### src/rtl/sym_pkg.sv
// Shared sym datapath geometry: four 8-bit lanes packed into a 32-bit word.
// Lane helpers are used by the sym datapath, the arbiter and the benches alike.
package sym_pkg;
    localparam int SYM_W  = 32;
    localparam int LANE_W = 8;
    localparam int LANES  = SYM_W / LANE_W;

    typedef logic [LANE_W-1:0] lane_t;
    typedef logic [SYM_W-1:0]  sym_word_t;

    function automatic lane_t lane_get(input sym_word_t v, input int unsigned k);
        return v[k*LANE_W +: LANE_W];
    endfunction

    // Lane 3 is the most significant byte.
    function automatic sym_word_t lane_pack(input lane_t l3, input lane_t l2,
                                            input lane_t l1, input lane_t l0);
        return {l3, l2, l1, l0};
    endfunction
endpackage

### src/rtl/sym_rsp_fifo.sv
// Response FIFO: first-word fall-through circular buffer, one push and one pop per cycle.
// Latency: push visible at head next cycle; no overflow check, the writer holds the credit.
module sym_rsp_fifo #(
    parameter int DW    = 34,
    parameter int DEPTH = 4
) (
    input  logic                   clk,
    input  logic                   rst_n,
    input  logic                   push_vld_i,
    input  logic [DW-1:0]          push_dat_i,
    input  logic                   pop_rdy_i,
    output logic                   pop_vld_o,
    output logic [DW-1:0]          pop_dat_o,
    output logic [$clog2(DEPTH):0] count_o
);
    localparam int AW = $clog2(DEPTH);

    logic [DW-1:0] mem_q [DEPTH];
    logic [AW-1:0] wr_ptr_q, rd_ptr_q;
    logic [AW:0]   count_q;
    logic          do_pop;

    assign pop_vld_o = (count_q != '0);
    assign do_pop    = pop_vld_o && pop_rdy_i;
    // Head is forced to zero when empty so stale entries never leak out.
    assign pop_dat_o = pop_vld_o ? mem_q[rd_ptr_q] : '0;
    assign count_o   = count_q;

    always_ff @(posedge clk or negedge rst_n) begin
        if (!rst_n) begin
            wr_ptr_q <= '0;
            rd_ptr_q <= '0;
            count_q  <= '0;
        end else begin
            if (push_vld_i) wr_ptr_q <= wr_ptr_q + 1'b1;
            if (do_pop)     rd_ptr_q <= rd_ptr_q + 1'b1;
            count_q <= count_q + (AW+1)'(push_vld_i) - (AW+1)'(do_pop);
        end
    end

    always_ff @(posedge clk) begin
        if (push_vld_i) mem_q[wr_ptr_q] <= push_dat_i;
    end
endmodule

### src/rtl/sym_arbiter.sv
// Round-robin share of one sym datapath between NREQ requesters, results tagged by id.
// Latency: handshake to rsp_valid is LAT+2 cycles; grants stall when en=0 or credits run out.
module sym_arbiter
    import sym_pkg::*;
#(
    parameter int NREQ      = 4,
    parameter int W         = SYM_W,
    parameter int LAT       = 1,
    parameter int RSP_DEPTH = 4
) (
    input  logic                     clk,
    input  logic                     rst_n,
    input  logic                     en,
    input  logic [NREQ-1:0]          req_valid,
    output logic [NREQ-1:0]          req_ready,
    input  logic [NREQ*W-1:0]        req_a,
    input  logic [NREQ*W-1:0]        req_b,
    input  logic [NREQ*W-1:0]        req_c,
    input  logic [NREQ*W-1:0]        req_i,
    output logic [W-1:0]             sym_a,
    output logic [W-1:0]             sym_b,
    output logic [W-1:0]             sym_c,
    output logic [W-1:0]             sym_i,
    input  logic [W-1:0]             sym_cout,
    output logic                     rsp_valid,
    input  logic                     rsp_ready,
    output logic [$clog2(NREQ)-1:0]  rsp_id,
    output logic [W-1:0]             rsp_data,
    output logic                     busy
);
    localparam int IDW = $clog2(NREQ);
    localparam int CW  = $clog2(RSP_DEPTH + LAT + 2) + 1;

    logic [IDW-1:0]          ptr_q, ptr_d, win_id, cand;
    logic                    win_found, credit_ok, hs;
    logic [W-1:0]            sym_a_q, sym_b_q, sym_c_q, sym_i_q;
    logic [LAT:0]            tag_vld_q;
    logic [IDW-1:0]          tag_id_q [LAT+1];
    logic [$clog2(RSP_DEPTH):0] fifo_count;
    logic [CW-1:0]           inflight;

    // Pops in the current cycle are deliberately not credited back until the next cycle.
    always_comb begin
        inflight = CW'(fifo_count);
        for (int s = 0; s <= LAT; s++) inflight = inflight + CW'(tag_vld_q[s]);
    end
    assign credit_ok = en && (inflight < CW'(RSP_DEPTH));

    always_comb begin
        win_found = 1'b0;
        win_id    = ptr_q;
        cand      = '0;
        for (int o = 0; o < NREQ; o++) begin
            cand = IDW'((int'(ptr_q) + o) % NREQ);
            if (!win_found && req_valid[cand]) begin
                win_found = 1'b1;
                win_id    = cand;
            end
        end
    end

    assign hs        = win_found && credit_ok && rst_n;
    assign req_ready = hs ? (NREQ'(1) << win_id) : '0;
    assign ptr_d     = !hs ? ptr_q : ((win_id == IDW'(NREQ-1)) ? '0 : win_id + 1'b1);

    always_ff @(posedge clk or negedge rst_n) begin
        if (!rst_n) begin
            ptr_q     <= '0;
            sym_a_q   <= '0;
            sym_b_q   <= '0;
            sym_c_q   <= '0;
            sym_i_q   <= '0;
            tag_vld_q <= '0;
            for (int s = 0; s <= LAT; s++) tag_id_q[s] <= '0;
        end else begin
            ptr_q <= ptr_d;
            if (hs) begin
                sym_a_q <= req_a[win_id*W +: W];
                sym_b_q <= req_b[win_id*W +: W];
                sym_c_q <= req_c[win_id*W +: W];
                sym_i_q <= req_i[win_id*W +: W];
            end
            // Stage s holds the tag whose operands entered sym s cycles ago.
            tag_vld_q[0] <= hs;
            tag_id_q[0]  <= win_id;
            for (int s = 1; s <= LAT; s++) begin
                tag_vld_q[s] <= tag_vld_q[s-1];
                tag_id_q[s]  <= tag_id_q[s-1];
            end
        end
    end

    assign sym_a = sym_a_q;
    assign sym_b = sym_b_q;
    assign sym_c = sym_c_q;
    assign sym_i = sym_i_q;

    sym_rsp_fifo #(
        .DW    (IDW + W),
        .DEPTH (RSP_DEPTH)
    ) u_rsp_fifo (
        .clk        (clk),
        .rst_n      (rst_n),
        .push_vld_i (tag_vld_q[LAT]),
        .push_dat_i ({tag_id_q[LAT], sym_cout}),
        .pop_rdy_i  (rsp_ready),
        .pop_vld_o  (rsp_valid),
        .pop_dat_o  ({rsp_id, rsp_data}),
        .count_o    (fifo_count)
    );

    assign busy = (|tag_vld_q) || (fifo_count != '0);
endmodule

### config.mk
export PLATFORM = sky130hd
export DESIGN_NAME = sym_arbiter
export DESIGN_NICKNAME = d
export VERILOG_FILES = /design/src/rtl/sym_pkg.sv /design/src/rtl/sym_rsp_fifo.sv /design/src/rtl/sym_arbiter.sv
export SDC_FILE = /design/constraint.sdc
export NUM_CORES = 1
export LEC_CHECK = 0
export ABC_CLOCK_PERIOD_IN_PS = 3400
export BUFFER_PORTS_ARGS = -buffer_cell sky130_fd_sc_hd__clkbuf_2
export CAP_MARGIN = 0
export CORE_AREA = 3 3 278 280
export DETAILED_ROUTE_END_ITERATION = 12
export DIE_AREA = 0 0 281 283
export HOLD_SLACK_MARGIN = 0.06
export PLACE_DENSITY = 0.42
export SLEW_MARGIN = 20
export SYNTH_ARGS = -nofsm -noshare
export SYNTH_HDL_FRONTEND = slang
export SYNTH_SLANG_ARGS = --single-unit
export TNS_END_PERCENT = 1
### constraint.sdc
create_clock -name clk -period 3.4 [get_ports clk]
set_input_delay 0.51 -clock clk [delete_from_list [all_inputs] [get_ports clk]]
set_output_delay 0.51 -clock clk [all_outputs]
set_load 0.02 [all_outputs]
### Word-level counts from Yosys, hierarchy flattened

Memory sizes are Yosys's and may differ from the RTL's.
Cells that the tools add are included.

| storage, ports and cells | value |
|---|---|
| memory bits (writable) | 136 |
| register bits after elaboration | 143 |
| bits in latches | 0 |
| ROM bits | 0 |
| output and inout port bits | 168 |
| memories kept | 1 |
| bits of input ports | 552 |
| logic and storage cells | 66 |

Memories:

| memory | depth | bits a word | rd ports | clocked after Yosys merged registers in | wr ports | line | text |
|---|---|---|---|---|---|---|---|
| u_rsp_fifo.mem_q | 4 | 34 | 1 | 0 | 1 | sym_rsp_fifo.sv:18 | `logic [DW-1:0] mem_q [DEPTH];` |

| cells by class | value |
|---|---|
| eq/ne operators | 1 |
| $lt $le $gt $ge | 5 |
| $mul | 0 |
| add/sub/neg operators | 10 |
| bitwise gates (word level) | 0 |
| shift operators | 5 |
| reduce and logical (&&, ||, !) cells | 13 |
| div/mod/pow operators | 0 |
| multiplexer cells | 20 |

Operators by type and width:

| cell | number |
|---|---|
| 128-bit by 8-bit variable part select with 32-bit output | 4 |
| 34-bit 2-to-1 mux | 1 |
| 2-bit by 3-bit less-than comparator with 1-bit output, second input constant | 4 |
| 1-bit 2-to-1 mux | 10 |
| 2-bit by 1-bit adder with 2-bit output, second input constant | 4 |
| 1-bit binary-select mux with 2-bit select | 4 |
| 2-bit 2-to-1 mux | 4 |
| 1-bit logical AND | 7 |
| 2-bit adder, second input constant | 2 |
| 3-bit by 1-bit adder with 4-bit output | 1 |
| 4-bit by 1-bit adder with 4-bit output | 1 |
| 4-bit by 3-bit less-than comparator with 1-bit output, second input constant | 1 |
| 4-bit 2-to-1 mux | 1 |
| 1-bit by 2-bit left shift with 4-bit output, first input constant | 1 |
| 3-bit by 1-bit adder with 3-bit output | 1 |
| 1-bit logical NOT | 3 |
| 3-bit nonzero test | 1 |
| 3-bit by 1-bit subtractor with 3-bit output | 1 |
| 2-bit == test, second input constant | 1 |
| 2-bit OR reduction | 1 |
| 1-bit logical OR | 1 |

### Logic depth before layout (Yosys ltp)

Gate-level depths: netlist of the first run.

| depth | value |
|---|---|
| depth in word-level cells | 15 |
| mapped depth | 9 |
| mapped depth without buffers | 7 |

### Hierarchy

Synthesis of the first run repeated with hierarchy kept, for this count alone.

| second synthesis, totals | value |
|---|---|
| cells, all modules | 1009 |
| area, all modules | 14282.4 µm² |

Modules (own cells, without submodules):

| module | times used | cells each | sequential area each (µm²) | area each (µm²) |
|---|---|---|---|---|
| sym_arbiter | 1 | 758 | 3403.3 | 8694.6 |
| sym_rsp_fifo | 1 | 251 | 4259.1 | 5587.9 |

### Worst setup path after synthesis of the first run

OpenSTA, ideal clock, no wires.

| path | value |
|---|---|
| kind | input to output |
| start | input port req_valid[2] |
| end | output port req_ready[1] |
| setup slack | 0.976 ns |
| data required time | 2.890 ns |
| buffers on the path | 2 |
| cell stages on the path | 8 |
| arrival | 1.914 ns |
| cell sequence | or3_1 > nand4b_1 > nand2_1 > buf_2 > buf_2 > inv_1 > ha_1 > and2_1 |

| on the way | value |
|---|---|
| elaborated cells between the ends (all ways) | 25 |
| classes of those cells | shift: 1; mux: 16; reduce/logical: 8 |

RTL lines:

| element | line | text |
|---|---|---|
| start: declaration | sym_arbiter.sv:14 | `input logic [NREQ-1:0] req_valid,` |
| 1-bit binary-select mux with 2-bit select | sym_arbiter.sv:55 | `if (!win_found && req_valid[cand]) begin` |
| 1-bit 2-to-1 mux (implied by the code) | sym_arbiter.sv:55 |  |
| 1-bit 2-to-1 mux | sym_arbiter.sv:55 |  |
| 1-bit logical NOT | sym_arbiter.sv:55 |  |
| 1-bit logical AND | sym_arbiter.sv:55 |  |
| 1-bit 2-to-1 mux | sym_arbiter.sv:55 |  |
| 1-bit logical NOT | sym_arbiter.sv:55 |  |
| 1-bit logical AND | sym_arbiter.sv:55 |  |
| 1-bit 2-to-1 mux | sym_arbiter.sv:55 |  |
| 1-bit logical NOT | sym_arbiter.sv:55 |  |
| 1-bit logical AND | sym_arbiter.sv:55 |  |
| 2-bit 2-to-1 mux (*) | sym_arbiter.sv:55 |  |
| via win_id[1] | sym_arbiter.sv:34 | `logic [IDW-1:0] ptr_q, ptr_d, win_id, cand;` |
| 1-bit by 2-bit left shift with 4-bit output (*) | sym_arbiter.sv:63 | `assign req_ready = hs ? (NREQ'(1) << win_id) : '0;` |
| 4-bit 2-to-1 mux (*) | sym_arbiter.sv:63 |  |
| end: declaration | sym_arbiter.sv:15 | `output logic [NREQ-1:0] req_ready,` |

The timed path passes the listed nets; every way through them passes the cells marked *. The select of a mux whose other input is x is not followed.

### Worst setup path after layout of the first run

| path | value |
|---|---|
| start | register tag_vld_q[1] |
| end | output port req_ready[0] |

| on the way | value |
|---|---|
| word-level cells in the longest chain between the ends | 6 |

Ends and longest elaborated chain:

| element | line | text |
|---|---|---|
| start: declaration | sym_arbiter.sv:37 | `logic [LAT:0] tag_vld_q;` |
| start signal: indexed assignment | sym_arbiter.sv:87 | `tag_vld_q[s] <= tag_vld_q[s-1];` |
| 4-bit by 1-bit adder with 4-bit output | sym_arbiter.sv:45 | `for (int s = 0; s <= LAT; s++) inflight = inflight + CW'(tag_vld_q[s]);` |
| 4-bit by 3-bit less-than comparator with 1-bit output | sym_arbiter.sv:47 | `assign credit_ok = en && (inflight < CW'(RSP_DEPTH));` |
| 1-bit logical AND | sym_arbiter.sv:47 |  |
| 1-bit logical AND (2 in a row) | sym_arbiter.sv:62 | `assign hs = win_found && credit_ok && rst_n;` |
| 4-bit 2-to-1 mux | sym_arbiter.sv:63 |  |

No other way between the ends.

==> flow_summary_export.csv, run 1 <==
group,metric,value,unit
finish,stdcell_area,20790,um^2
route,drt_wl_total,72.53,mm
timing,worstMarginPinSlew,1040,ps
floorplanning,die_y,283,um
route,drt_pass1_iterations,5,
logic_synthesis,synthArstFlopShare,51.25,%
finish,post-route-util,27.84,%
route,drc,0,
floorplanning,die-area,79520,um^2
global_route,antenna_found_initial,19,
timing,relSlewSlack,30.67,%
critical_path,required,2890,ps
power_and_ir_drop,leakagePower,9.219,nW
placement,placed_cell_area,19630,um^2
floorplanning,placementRows,100,
clock_network,cts_buffers,35,
global_route,met2_usage,29.16,%
job,max-cap-violations,0,
finish,area_delta_synth_final,40.16,%
logic_synthesis,synth_seq_area_share,51.64,%
outcome,status,"finished, final reports clean",
clock_network,ctsLongestPathBuffers,3,
timing,period_share,88.20,%
global_route,top_usage_layer,"met2",
placement,port_buffers,719,
timing,whs,181.0,ps
finish,multi_input_area,6601,um^2
timing,tns,0,ps
logic_synthesis,syn_avg_cell_area,12.62,um^2
global_route,met1_usage,21.03,%
clock_network,clk_latency,550,ps
placement,gp_congestion,0.8779,
clock_network,clkTransAtPathRegs,60,ps
timing,hold_viol_final,0,
critical_path,cp-end-kind,"output pin",
route,num_vias,13150,
route,viasPerCell,4.592,
global_route,overflow,0,
global_route,grt_max_degree,86,
logic_synthesis,syn_inst,1176,
floorplanning,ios,720,
power_and_ir_drop,power_density,831.2,nW/um^2
critical_path,critPathSlowestCell,"dfrtp_1",
critical_path,critPathKind,"flop to output pin",
floorplanning,fp.dieW,281,um
critical_path,crit_chain,"ha_1 -> a21o_1 -> and4b_1 -> o2111ai_4 -> bufinv_16 -> and2_1 -> clkbuf_2",
floorplanning,initial_core_util,19.86,%
route,wl_per_cell,25.32,um
critical_path,cp_slowest_stage_delay,470,ps
logic_synthesis,syn_nets,1741,
finish,mostFrequentLayoutCells,"718 x clkbuf_2, 256 x mux2i_1, 142 x dfrtp_1, 136 x edfxtp_1",
floorplanning,fp.coreArea,74700,um^2
clock_network,cts_sinks,279,
logic_synthesis,yosysWarnings,0,
critical_path,path_buf_inv,2,
finish,final_common_cell,"clkbuf_2",
timing,rsz0062_at_grt,"false",
route,drtIter0Drc,630,
finish,drive_gt1_share,45.73,%
clock_network,htreeDepth,2,
route,drtAntennaViolNets,0,
global_route,grt_pass1_wl,101.9,mm
critical_path,worstPathArrival,2490,ps
clock_network,cts_tree,"built",
global_route,grtUsageMet3,4.883,%
placement,dp_hpwl,56.89,mm
clock_network,root_buffer,"clkbuf_16",
logic_synthesis,yosysUniqueCellTypes,35,
critical_path,critPathTopFamily,"flip-flops",
logic_synthesis,netlist_area,14840,um^2
logic_synthesis,synthFlopType,"dfrtp_1",
logic_synthesis,ys_ff_latch,279,
finish,ff_latch_area,7664,um^2
timing,fin_crit,2999,ps
timing,fin_ws,401.3,ps
finish,nets,2425,
global_route,grt_pass1_vias,14240,
timing,maxSlewViolCount,0,
placement,dpl_worst_slack,545.3,ps
timing,setup_viol,0,
finish,nFillCells,7859,
critical_path,cp_max_fo,10,
logic_synthesis,synth_edf_count,136,
power_and_ir_drop,max-vdd-ir-drop,244.6,uV
global_route,track_usage,17.56,%
timing,skew,13.93,ps
timing,max_freq,333.5,MHz
worst_hold_path,hold_path_class,"input pin to flop",
critical_path,startpoint_type,"flop",
[what timing repair did]
action / in CTS / in global routing
buffers inserted: 0 / 6
endpoints found under the hold margin: 30 / 0
resized for setup: 1 / 1
setup endpoints to repair: 4 / 4
hold buffers: 1 / 0
gates cloned: 0 / 1
pin swaps: 0 / 1
[through the flow]
stage / cells / total power, W
3_3_place_gp: 2784 / 0.01387
5_1_grt: 2862 / 0.01827
2_1_floorplan: 1176 / 0.01025
4_1_cts: 2847 / 0.01755
6_report: 2864 / 0.01728
3_5_place_dp: 2784 / 0.01395
[cell type report]
class	instances	area share, %
inverter	9	0.2888
tap	969	5.830
clock buffer	48	4.446
timing repair inverter	1	0.04212
sequential	279	36.85
antenna	10	0.1203
timing repair buffer	770	20.03
clock inverter	14	0.6438
multi-input combinational	764	31.74
[metal layers]
| layer | vias to the layer above | routed length, um | part of all wire (%) |
|---|---|---|---|
| met1 | 6444 | 28810 | 40 |
| li1 | 6030 | - | - |
| met2 | 540 | 35110 | 48 |
| met3 | 122 | 5063 | 7.0 |
| met5 | - | 99 | 0.14 |
| met4 | 16 | 3439 | 4.7 |
[report_power, final]
| part | total (W) | internal [W] | switching [W] |
|---|---|---|---|
| registers | 0.00512 | 0.00451 | 0.000612 |
| logic | 0.00864 | 0.00324 | 0.00540 |
| clock network | 0.00352 | 0.00201 | 0.00151 |
[worst paths after layout]
kind	startpoint	endpoint	slack [ps]	cells past startpoint
max	tag_vld_q[1]	req_ready[0]	400	7
min	sym_cout[7]	u_rsp_fifo.mem_q[0][7]	180	1
max reg2reg	tag_vld_q[1]	sym_b[9]	650	9
min reg2reg	tag_id_q[2]	tag_id_q[0]	350	0
max in group asynchronous	rst_n	sym_i[2]	1470	4
min in group asynchronous	rst_n	u_rsp_fifo.count_o[2]	650	3
[Yosys cell counts (all sizes together) (2+ instances only)]
library cell  number  area share (%)
or3                3            0.13
clkbuf            56             1.4
and2              43             1.8
nor2b              3            0.13
o21ai              4            0.13
xor2               2            0.12
buf               68             2.6
inv                9            0.23
mux2i            256              17
ha                12             1.0
o22ai            128             5.4
a211oi           128             6.5
xnor2              2            0.12
and3             128             5.4
edfxtp           136              28
mux4              34             5.2
nand2              9            0.23
dfrtp            143              24
[sequential cells by signal (all words and copies together), names as in the netlist, 3 cells and up]
| name | flops |
|---|---|
| tag_id_q | 4 |
| u_rsp_fifo.count_o | 3 |
| sym_i | 32 |
| sym_a | 32 |
| sym_c | 32 |
| sym_b | 32 |
| u_rsp_fifo.mem_q | 136 |
[logic make-up (layout without fill, tap and decap cells)]
group                      Yosys count  in the layout  share of synthesized area (%)
muxes                              290            290                          22.43
DFF                                279            279                          51.64
AOI/OAI and AO/OA                  265            265                          12.33
and+or+nand+nor                    192            192                          8.003
buffers and inverters              133            842                          4.208
adders and majority gates           13             13                          1.147
xor gates and xnor gates             4              4                         0.2362
other                                0             10                              0
Power figures use the tool's default switching activity.
==> run 2: changes to the inputs <==
--- a/config.mk
+++ b/config.mk
@@ -6,13 +6,13 @@
 export NUM_CORES = 1
 export LEC_CHECK = 0
 export ABC_CLOCK_PERIOD_IN_PS = 3400
-export BUFFER_PORTS_ARGS = -buffer_cell sky130_fd_sc_hd__clkbuf_2
 export CAP_MARGIN = 0
 export CORE_AREA = 3 3 278 280
 export DETAILED_ROUTE_END_ITERATION = 12
 export DIE_AREA = 0 0 281 283
+export DONT_BUFFER_PORTS = 1
 export HOLD_SLACK_MARGIN = 0.06
-export PLACE_DENSITY = 0.42
+export PLACE_DENSITY = 0.34
 export SLEW_MARGIN = 20
 export SYNTH_ARGS = -nofsm -noshare
 export SYNTH_HDL_FRONTEND = slang
==> flow_summary_export.csv, run 2 (synthesis results as in run 1) <==
group,metric,value,unit
critical_path,cp-end-kind,"output pin",
finish,drive_gt1_share,12.33,%
critical_path,cp_max_fo,35,
critical_path,worstPathArrival,2630,ps
clock_network,cts_sinks,279,
global_route,grt_pass1_wl,94.36,mm
route,viasPerCell,4.882,
timing,period_share,92.32,%
critical_path,startpoint_type,"flop",
finish,top_register,"u_rsp_fifo.mem_q",
power_and_ir_drop,p_total,0.01628,W
timing,maxSlewViolCount,0,
timing,tns,0,ps
timing,rsz0062_at_grt,"false",
clock_network,cts_tree,"built",
global_route,grt_max_degree,145,
clock_network,clkTransAtPathRegs,60,ps
critical_path,critPathKind,"flop to output pin",
floorplanning,placementRows,100,
timing,hold_viol_final,143,
global_route,overflow,0,
finish,instances_no_fill,2187,
route,drtIter0Drc,602,
critical_path,r2r_slack,500,ps
route,drtAntennaViolNets,0,
route,drt_wl_total,68.69,mm
floorplanning,ios,720,
timing,worstMarginPinSlew,1057,ps
route,drt_pass1_iterations,5,
job,max-cap-violations,0,
finish,post-route-util,23.50,%
global_route,grt_pass1_vias,11370,
placement,gp_congestion,0.9051,
clock_network,cts_hold_buffers,32,
finish,ff_latch_area,7665,um^2
route,drc,0,
timing,setup_viol,0,
placement,dp.cells,2067,
floorplanning,die_y,283,um
outcome,status,"finished, violations left",
finish,nets,1735,
finish,area_delta_synth_final,18.33,%
power_and_ir_drop,max-vdd-ir-drop,341.6,uV
floorplanning,fp.dieW,281,um
timing,relSlewSlack,29.53,%
global_route,track_usage,16.64,%
outcome,violations,"hold timing",
clock_network,cts_buffers,38,
timing,skew,18.64,ps
clock_network,ctsLongestPathBuffers,3,
finish,final_common_cell,"mux2i_1",
critical_path,r2r_cells,9,
placement,dp_hpwl,52.11,mm
critical_path,rr_startpoint,"tag_vld_q[1]",
floorplanning,initial_core_util,19.86,%
power_and_ir_drop,leakagePower,6.361,nW
clock_network,root_buffer,"clkbuf_16",
floorplanning,die-area,79520,um^2
timing,fin_crit,3139,ps
floorplanning,fp.coreArea,74700,um^2
finish,nFillCells,7865,
clock_network,clk_latency,560,ps
critical_path,critical_path.startpoint,"tag_vld_q[1]",
power_and_ir_drop,power_density,927.6,nW/um^2
global_route,antenna_found_initial,23,
route,wl_per_cell,31.41,um
placement,port_buffers,0,
finish,largest_register_ffs,136,
finish,multi_input_area,6601,um^2
critical_path,r2r-end,"sym_c[6]",
timing,whs,-346.8,ps
finish,mostFrequentLayoutCells,"256 x mux2i_1, 141 x dfrtp_1, 136 x edfxtp_1",
worst_hold_path,hold_path_class,"input pin to asynchronous set/reset pin",
critical_path,required,2890,ps
timing,max_freq,318.6,MHz
clock_network,htreeDepth,2,
route,num_vias,10680,
clock_network,cts_setup_buffers,0,
[run 2: final cells by class]
| type | instances | share of cell area [%] |
|---|---|---|
| Clock inverter | 23 | 1.098 |
| Sequential cell | 279 | 43.66 |
| Timing Repair Buffer | 78 | 4.576 |
| Tap cell | 969 | 6.906 |
| Inverter | 9 | 0.2352 |
| Clock buffer | 47 | 5.666 |
| Multi-Input combinational cell | 764 | 37.60 |
| Antenna cell | 18 | 0.2566 |
[run 2: repair_timing]
item                                    in CTS  in global routing
hold endpoints to repair                   271                143
endpoints found under the setup margin       0                  0
resized for setup                            0                  0
[run 2: metrics by stage]
stage,instance area [um^2],worst slack (ps)
floorplan,14840,976.3
global placement,16000,450.9
detailed placement,16000,434.8
CTS,17510,155.0
global route,17540,28.49
finish,17560,261.0
[run 2: power breakdown]
part           switching [W]  leakage, nW  total [W]  internal [W]
Sequential           0.00226         2.99    0.00675       0.00449
Clock                0.00164        0.577    0.00384       0.00219
Combinational        0.00336         2.79    0.00570       0.00234
Total                0.00726         6.36     0.0163       0.00902
[run 2: how the worst max path moves through the flow]
stage	endpoint	slack (ps)	cells past startpoint
floorplan	req_ready[1]	980	8
CTS	req_ready[0]	150	6
global route	req_ready[2]	30	6
finish	req_ready[1]	260	6
global placement	sym_c[6]	450	9
detailed placement	sym_c[6]	430	7
[run 2: worst max-delay path, stage by stage, from the launching register on]
cell	delay [ps]
dfrtp_1	470
ha_1	300
a21o_1	190
a21oi_1	220
o2111ai_4	220
inv_8	330
and2_1	340
[run 2: routing by layer]
| metal | global-route usage (%) | routed length [um] | vias to the layer above |
|---|---|---|---|
| li1 | - | - | 4664 |
| met3 | 4.570 | 5046 | 87 |
| met5 | 0 | 66 | - |
| met4 | 4.846 | 1923 | 10 |
| met2 | 27.90 | 33670 | 492 |
| met1 | 20.83 | 27980 | 5424 |
